File: src/rtl/aes_const.sv
// AES constants shared by the core and its sequencers:
// block and key geometry, plus the core function codes.
package aes_const;
    localparam int Nb = 4;
    localparam int Nk = 4;
    localparam int AES_BLK_W = 32 * Nb;
    localparam int AES_KEY_W = 32 * Nk;
    localparam logic [1:0] AES_FUNC_KEY = 2'd1;
    localparam logic [1:0] AES_FUNC_ENC = 2'd2;
    localparam logic [1:0] AES_FUNC_DEC = 2'd3;
endpackage

File: src/rtl/aes_wire.sv
// Bundles exchanged with the AES core, plus the CTR sequencer state type.
package aes_wire;
    import aes_const::*;

    typedef struct packed {
        logic [AES_KEY_W-1:0] key;
        logic [AES_BLK_W-1:0] data;
        logic [1:0]           func;
        logic                 enable;
    } aes_in_type;

    typedef struct packed {
        logic [AES_BLK_W-1:0] result;
        logic                 ready;
    } aes_out_type;

    typedef enum logic [2:0] {
        IDLE,
        KEY,
        WAIT_IN,
        ENC,
        OUT
    } aes_ctr_state_type;
endpackage

File: src/rtl/aes_ctr_inc.sv
// Masked counter-block incrementer: the low CTR_WIDTH bits wrap,
// the upper bits pass through untouched.
module aes_ctr_inc
    import aes_const::*;
#(
    parameter int CTR_WIDTH = 32
) (
    input  logic [AES_BLK_W-1:0] ctr,
    output logic [AES_BLK_W-1:0] ctr_next
);
    localparam logic [AES_BLK_W-1:0] MASK =
        {AES_BLK_W{1'b1}} >> (AES_BLK_W - CTR_WIDTH);
    localparam logic [AES_BLK_W-1:0] ONE =
        {{(AES_BLK_W-1){1'b0}}, 1'b1};

    logic [AES_BLK_W-1:0] sum;

    assign sum      = ctr + ONE;
    assign ctr_next = (ctr & ~MASK) | (sum & MASK);
endmodule

File: src/rtl/aes_ctr_ctrl.sv
// CTR-mode sequencer in front of a shared AES core (key load, encrypt, XOR).
// Define AES_CTR_BLOCK_COUNT_EN to add the blk_count output.
module aes_ctr_ctrl
    import aes_const::*;
    import aes_wire::*;
#(
    parameter int CTR_WIDTH = 32
) (
    input  logic                 clk,
    input  logic                 rst,
    input  logic [AES_KEY_W-1:0] cfg_key,
    input  logic [AES_BLK_W-1:0] cfg_iv,
    input  logic                 cfg_start,
    input  logic                 cfg_stop,
    output logic                 busy,
    input  logic                 in_valid,
    input  logic [AES_BLK_W-1:0] in_data,
    output logic                 in_ready,
    output logic                 out_valid,
    output logic [AES_BLK_W-1:0] out_data,
    input  logic                 out_ready,
    output aes_in_type           aes_in,
    input  aes_out_type          aes_out
`ifdef AES_CTR_BLOCK_COUNT_EN
    ,
    output logic [31:0]          blk_count
`endif
);
    aes_ctr_state_type    state;
    aes_ctr_state_type    state_d;
    logic                 stop_pending;
    logic [AES_BLK_W-1:0] ctr;
    logic [AES_BLK_W-1:0] ctr_next;
    logic [AES_BLK_W-1:0] held;
    logic                 key_ld;
    logic                 enc_go;
    logic                 enc_done;
    logic                 out_hs;
    logic                 stop_set;
    logic                 stop_clr;

    aes_ctr_inc #(
        .CTR_WIDTH (CTR_WIDTH)
    ) u_inc (
        .ctr      (ctr),
        .ctr_next (ctr_next)
    );

    assign busy = (state != IDLE);

    always_ff @(posedge clk or posedge rst) begin
        if (rst) begin
            state <= IDLE;
        end else begin
            state <= state_d;
        end
    end

    always_comb begin
        state_d  = state;
        in_ready = 1'b0;
        key_ld   = 1'b0;
        enc_go   = 1'b0;
        enc_done = 1'b0;
        out_hs   = 1'b0;
        stop_set = 1'b0;
        stop_clr = 1'b0;
        unique case (state)
            IDLE: begin
                if (cfg_start) begin
                    key_ld  = 1'b1;
                    state_d = KEY;
                end
            end
            KEY: begin
                stop_set = cfg_stop;
                state_d  = WAIT_IN;
            end
            WAIT_IN: begin
                if (cfg_stop || stop_pending) begin
                    stop_clr = 1'b1;
                    state_d  = IDLE;
                end else begin
                    in_ready = 1'b1;
                    if (in_valid) begin
                        enc_go  = 1'b1;
                        state_d = ENC;
                    end
                end
            end
            ENC: begin
                stop_set = cfg_stop;
                if (aes_out.ready) begin
                    enc_done = 1'b1;
                    state_d  = OUT;
                end
            end
            OUT: begin
                stop_set = cfg_stop;
                if (out_ready) begin
                    out_hs = 1'b1;
                    if (stop_pending || cfg_stop) begin
                        stop_clr = 1'b1;
                        state_d  = IDLE;
                    end else begin
                        state_d = WAIT_IN;
                    end
                end
            end
            default: state_d = IDLE;
        endcase
    end

    // enable is a one-cycle strobe; func/data stay put while the core works
    always_ff @(posedge clk or posedge rst) begin
        if (rst) begin
            aes_in       <= '0;
            ctr          <= '0;
            held         <= '0;
            out_data     <= '0;
            out_valid    <= 1'b0;
            stop_pending <= 1'b0;
        end else begin
            aes_in.enable <= key_ld | enc_go;
            aes_in.key    <= key_ld ? cfg_key : '0;
            if (key_ld) begin
                aes_in.func <= AES_FUNC_KEY;
                ctr         <= cfg_iv;
            end
            if (enc_go) begin
                aes_in.func <= AES_FUNC_ENC;
                aes_in.data <= ctr;
                held        <= in_data;
            end
            if (enc_done) begin
                out_data  <= aes_out.result ^ held;
                out_valid <= 1'b1;
                ctr       <= ctr_next;
            end
            if (out_hs) begin
                out_valid <= 1'b0;
            end
            if (stop_clr || key_ld) begin
                stop_pending <= 1'b0;
            end else if (stop_set) begin
                stop_pending <= 1'b1;
            end
        end
    end

`ifdef AES_CTR_BLOCK_COUNT_EN
    always_ff @(posedge clk or posedge rst) begin
        if (rst) begin
            blk_count <= '0;
        end else if (key_ld) begin
            blk_count <= '0;
        end else if (out_hs) begin
            blk_count <= blk_count + 32'd1;
        end
    end
`endif
endmodule

File: config.mk
export PLATFORM = sky130hd
export DESIGN_NAME = aes_ctr_ctrl
export DESIGN_NICKNAME = d
export VERILOG_FILES = /design/src/rtl/aes_const.sv /design/src/rtl/aes_wire.sv /design/src/rtl/aes_ctr_inc.sv /design/src/rtl/aes_ctr_ctrl.sv
export SDC_FILE = /design/constraint.sdc
export NUM_CORES = 1
export LEC_CHECK = 0
export ABC_AREA = 1
export BUFFER_PORTS_ARGS = -buffer_cell sky130_fd_sc_hd__buf_2
export CORE_AREA = 2 2 359 361
export CTS_BUF_LIST = sky130_fd_sc_hd__clkbuf_16
export DETAILED_ROUTE_END_ITERATION = 6
export DIE_AREA = 0 0 361 363
export GPL_TIMING_DRIVEN = 0
export PLACE_DENSITY = 0.37
export SLEW_MARGIN = 0
export SYNTH_ARGS = -nofsm -noshare
export SYNTH_HDL_FRONTEND = slang
export SYNTH_SLANG_ARGS = --single-unit
File: constraint.sdc
create_clock -name clk -period 25.2 [get_ports clk]
set_clock_uncertainty 0.1 [all_clocks]
set_input_delay 5.04 -clock clk [delete_from_list [all_inputs] [get_ports clk]]
set_output_delay 5.04 -clock clk [all_outputs]
set_load 0.02 [all_outputs]
Yosys cells after proc, flatten, opt, wreduce, memory -nomap -nowiden
Index checks and enable logic that the tools add are counted.

operators by class
  muxes and demuxes = 31
  div/mod/pow operators = 0
  $mul = 0
  bitwise gates (word level) = 3
  shifts and indexed selects = 0
  reduce and logical (&&, ||, !) cells = 10
  order comparisons = 0
  $add $sub $neg = 1
  equality and inequality tests = 8

operators by type and width
  operator                                                                count
  128-bit 2-to-1 mux                                                      3
  128-bit by 32-bit OR with 128-bit output                                1
  128-bit XOR                                                             1
  32-bit by 1-bit adder with 32-bit output (second input constant)        1
  1-bit 2-to-1 mux                                                        18
  3-bit 2-to-1 mux                                                        5
  3-bit case mux with 5 select lines                                      1
  2-bit nonzero test                                                      4
  3-bit by 2-bit equality test with 1-bit output (second input constant)  2
  2-bit 2-to-1 mux                                                        3
  2-bit != test (second input constant)                                   3
  4-bit AND reduction                                                     1
  3-bit by 1-bit equality test with 1-bit output (second input constant)  1
  3-bit equality test (second input constant)                             1
  3-bit zero test                                                         1
  3-bit != test (second input constant)                                   1
  3-bit nonzero test                                                      1
  3-bit OR reduction                                                      1
  1-bit logical OR                                                        2
  1-bit case mux with 2 select lines                                      1
  1-bit OR                                                                1

storage, ports and cells
  output and inout port bits = 390
  logic and storage cells = 63
  memories kept = 0
  register bits = 648
  latch bits = 0
  RAM bits = 0
  memory bits (read-only) = 0

Longest topological paths before layout
  depth after elaboration = 6
  depth in mapped cells = 10
  depth with buffers taken out = 9

Hierarchy
From an unflattened synthesis, not the netlist that was laid out.

second synthesis, totals
  cells, all modules = 3354
  area, all modules = 28666.2 um^2

by module, submodules not included
  module        cells an instance  area an instance (um^2)  times used
  aes_ctr_ctrl  3075               27030.9                  1
  aes_ctr_inc   279                1635.3                   1

Least setup slack after synthesis
Ideal clock, no wire load.

  kind = input to output
  from = in cfg_stop
  to = out in_ready
  path buffers = 1
  stages on the path = 4
  arrival = 5.603 ns
  setup slack = 14.457 ns
  cells stage by stage = nor2_1 -> nand2_1 -> inv_2 -> buf_2

on the way
  word-level cells in the longest chain between the ends = 3

ends and longest elaborated chain
  what                line                text
  start: declaration  aes_ctr_ctrl.sv:14  input logic cfg_stop,
  1-bit logical OR    aes_ctr_ctrl.sv:80  if (cfg_stop || stop_pending) begin
  1-bit 2-to-1 mux    aes_ctr_ctrl.sv:80
  1-bit 2-to-1 mux    aes_ctr_ctrl.sv:68  unique case (state)
  end: declaration    aes_ctr_ctrl.sv:18  output logic in_ready,

Every way passes these cells.

Final worst setup path
Same ends and word-level chain as after synthesis.

==> impl_metrics.py <==
metrics = {
    "status": {
        "status": "finished clean",
    },
    "pwr": {
        "pwr_density_cell_mw_per_mm2": 121,
        "power_mw": 4.29,
        "intPower_mw": 2.57,
        "p_leak_nw": 19.4,
        "clkPwrFrac": 0.264,
        "vdd_drop_max_v": 0.0000543,
        "pwr-share-comb": 0.339,
        "switchingPower_mw": 1.72,
        "pwr-share-seq": 0.397,
        "power.share.switching": 0.400,
    },
    "cells_and_area": {
        "multiInputGateArea_sq_mm": 0.00828,
        "syn2layout_area_growth_pct": 36.0,
        "fillers": 14100,
        "nets": 4373,
        "drive_above_1_share": 0.293,
        "regArea_sq_mm": 0.0162,
    },
    "die": {
        "initial_utilization": 0.205,
        "dieWidth_microns": 361,
        "core-area_sq_mm": 0.127,
        "dieArea_sq_mm": 0.131,
        "rows": 131,
        "ios": 909,
        "die_h_microns": 363,
    },
    "synthesis": {
        "yosysWarnings": 0,
        "synth-seq-cells": 648,
        "netlist_instances": 2854,
        "seq_area_frac_synth": 0.624,
        "synth_area_sq_mm": 0.0260,
        "yosys-top-cells-area": "dfrtp_1, nand2_1, nand3_1, xnor2_1, inv_1",
        "syn_nets": 3374,
        "yosys.area.top_type": "dfrtp_1",
        "synth_top_area_frac": 0.624,
        "postSynthAreaPerCell_sq_um": 9.11,
        "synth_cell_types": 25,
    },
    "drt": {
        "wl_per_cell_microns": 20.7,
        "dr.pass1.iters": 4,
        "drcViolationCount": 0,
        "ant_nets": 0,
        "avgViaCountPerCell": 4.05,
        "drt_iter0_drc": 1247,
        "dr_total_vias": 22700,
        "postRouteWirelength_mm": 116,
    },
    "sta": {
        "slew_violations": 0,
        "whs_ns": 0.365,
        "period_needed_ns": 11.39,
        "tightest_slew_ns": 1.45,
        "slew_headroom": 0.0344,
        "rsz0062_at_grt": "no",
        "setup_viol": 0,
        "fin_crit_sh": 0.452,
        "max_freq_ghz": 0.0878,
        "hold_viol": 0,
    },
    "setup_path": {
        "arrival_ns": 6.25,
        "r2r_cells": 9,
        "slowest_stage": "buf_2",
        "r2r_start": "state[0]$_DFFE_PP0P_",
        "reg2reg_to": "held[1]$_DFFE_PP0P_",
        "crit_chain": "buf_2, nor2_1, nand2_1, inv_2, buf_2, buf_2",
        "critPathRequiredTime_ns": 20.06,
        "reg2reg_slack_ns": 22.36,
        "crit_path_start_kind": "input port",
        "worst_path_largest_cell_delay_ns": 0.32,
        "end_kind": "output pin",
        "cp-startpoint": "cfg_stop",
        "cp_common_cell": "buf_2",
        "cp_max_fo": 10,
        "setup.worst_path.class": "in2out",
        "endpoint": "in_ready",
    },
    "clock_tree": {
        "postCtsSetupBuffers": 0,
        "ctsResizeCount": 0,
        "clock_latency_ns": 0.69,
        "cts_root_buf": "clkbuf_16",
        "cts_buffer_depth": 3,
        "htreeDepth": 3,
        "path_clk_slew_ns": 0.06,
        "tritoncts": "yes",
        "cts_sinks": 648,
        "cts_buffers": 84,
        "postCtsHoldBufs": 0,
    },
    "run": {
        "drv_cap": 0,
    },
    "placement": {
        "port_buffers": 907,
        "hpwl_mm": 88.6,
        "gp_congestion": 0.796,
    },
    "global_routing": {
        "grt_pass1_wl_mm": 165,
        "grt_max_degree": 109,
        "antenna_found_initial": 62,
        "use_met1": 0.205,
        "grt.met3_usage": 0.0703,
        "overflow": 0,
        "grtUsageMet2": 0.284,
        "grt.busiest_layer": "met2",
        "grt_pass1_vias": 23300,
        "grt_util_all_layers": 0.173,
    },
    "min_path": {
        "whs_path_depth": 2,
        "hold_class": "reg2reg",
    },
}
stage by stage:
| step | instances | util | setup slack, ns | cell area [sq um] | TNS [ns] |
|---|---|---|---|---|---|
| 2_1_floorplan | 2854 | - | 1.90 | 26000 | 0 |
| 3_3_place_gp | 5423 | 0.257 | -8.99 | 32600 | -5720.55 |
| 3_5_place_dp | 5429 | 0.258 | 13.75 | 32800 | 0 |
| 4_1_cts | 5578 | 0.278 | 13.74 | 35300 | 0 |
| 5_1_grt | 5589 | 0.278 | 13.64 | 35300 | 0 |
| 6_report | 5601 | 0.278 | 13.81 | 35400 | 0 |
per-layer routing:
| layer | vias to the layer above | part of all wire |
|---|---|---|
| met1 | 10800 | 0.41 |
| met4 | 64 | 0.029 |
| li1 | 10900 | - |
| met2 | 745 | 0.47 |
| met5 | - | 0.0036 |
| met3 | 206 | 0.088 |
state kept, by name, indices dropped and copies added (netlist names):
register and flops:
state 3, ctr 128, held 128, stop_pending 1
out_valid 1, aes_in 259, out_data 128
worst min-delay path by stage:
| stage | from | to | slack, ns |
|---|---|---|---|
| 2_1_floorplan | ctr[127]$_DFFE_PP0P_ | ctr[127]$_DFFE_PP0P_ | 0.35 |
| 3_3_place_gp | aes_in[85]$_DFFE_PP0P_ | aes_in[85]$_DFFE_PP0P_ | 0.35 |
| 3_5_place_dp | aes_in[100]$_DFFE_PP0P_ | aes_in[100]$_DFFE_PP0P_ | 0.36 |
| 4_1_cts | aes_in[121]$_DFFE_PP0P_ | aes_in[121]$_DFFE_PP0P_ | 0.37 |
| 5_1_grt | aes_in[114]$_DFFE_PP0P_ | aes_in[114]$_DFFE_PP0P_ | 0.38 |
| 6_report | aes_in[117]$_DFFE_PP0P_ | aes_in[117]$_DFFE_PP0P_ | 0.37 |
synthesized netlist by cell type:
cell type and count:
ha_1 1, and2_1 2, o21ai_1 110, xnor2_1 128, a2bb2oi_1 1, a21oi_1 2
nand2_1 1039, clkbuf_1 39, nor2_1 172, buf_2 108, o21ai_0 87, buf_6 2
nand2_4 1, o22ai_1 3, nor3_1 1, nand3_1 289, o211ai_1 6, nand3_2 1
nor2_2 6, buf_1 1, inv_1 195, buf_4 5, a31oi_1 1, inv_2 6
dfrtp_1 648
cells in the final DEF (no fill, tap or decap), drive strengths merged, types with 6 or more instances in the layout:
cell type / n
diode: 23
clkinv: 34
inv: 227
nor2: 178
nand3: 290
o211ai: 6
xnor2: 128
clkbuf: 125
o21ai: 197
buf: 1029
dfrtp: 648
nand2: 1040
cells by family (layout without fill, tap and decap cells):
family | Yosys count | in the layout | synth area share
buffers and inverters | 356 | 1418 | 0.0579
flip-flops | 648 | 648 | 0.624
XOR/XNOR | 128 | 128 | 0.0431
AO/OA/AOI/OAI | 210 | 210 | 0.0413
AND/OR/NAND/NOR | 1511 | 1511 | 0.233
other | 0 | 23 | 0
adder cells (fa/ha/maj) | 1 | 1 | 0.000481
power by group through the flow:
stage	clock network, mW	registers (mW)	logic, mW
floorplan	0	1.95	0.614
global route	1.22	1.75	1.63
finish	1.13	1.70	1.45
global placement	0	1.72	1.49
CTS	1.18	1.70	1.50
detailed placement	0	1.72	1.49
worst max-delay path, delay by kind of cell:
| kind | cells | cell delay (ns) |
|---|---|---|
| buffers and inverters | 4 | 0.89 |
| and+or+nand+nor | 2 | 0.31 |
area by class of cell:
class                           count  share of cell area
Inverter                          201              0.0216
Buffer                            155              0.0212
Clock inverter                     63              0.0101
Antenna cell                       23             0.00163
Sequential cell                   648               0.459
Clock buffer                       86              0.0609
Multi-Input combinational cell   1850               0.234
Timing Repair Buffer              913               0.133
Tap cell                         1662              0.0588
Power figures use the tool's default switching activity.
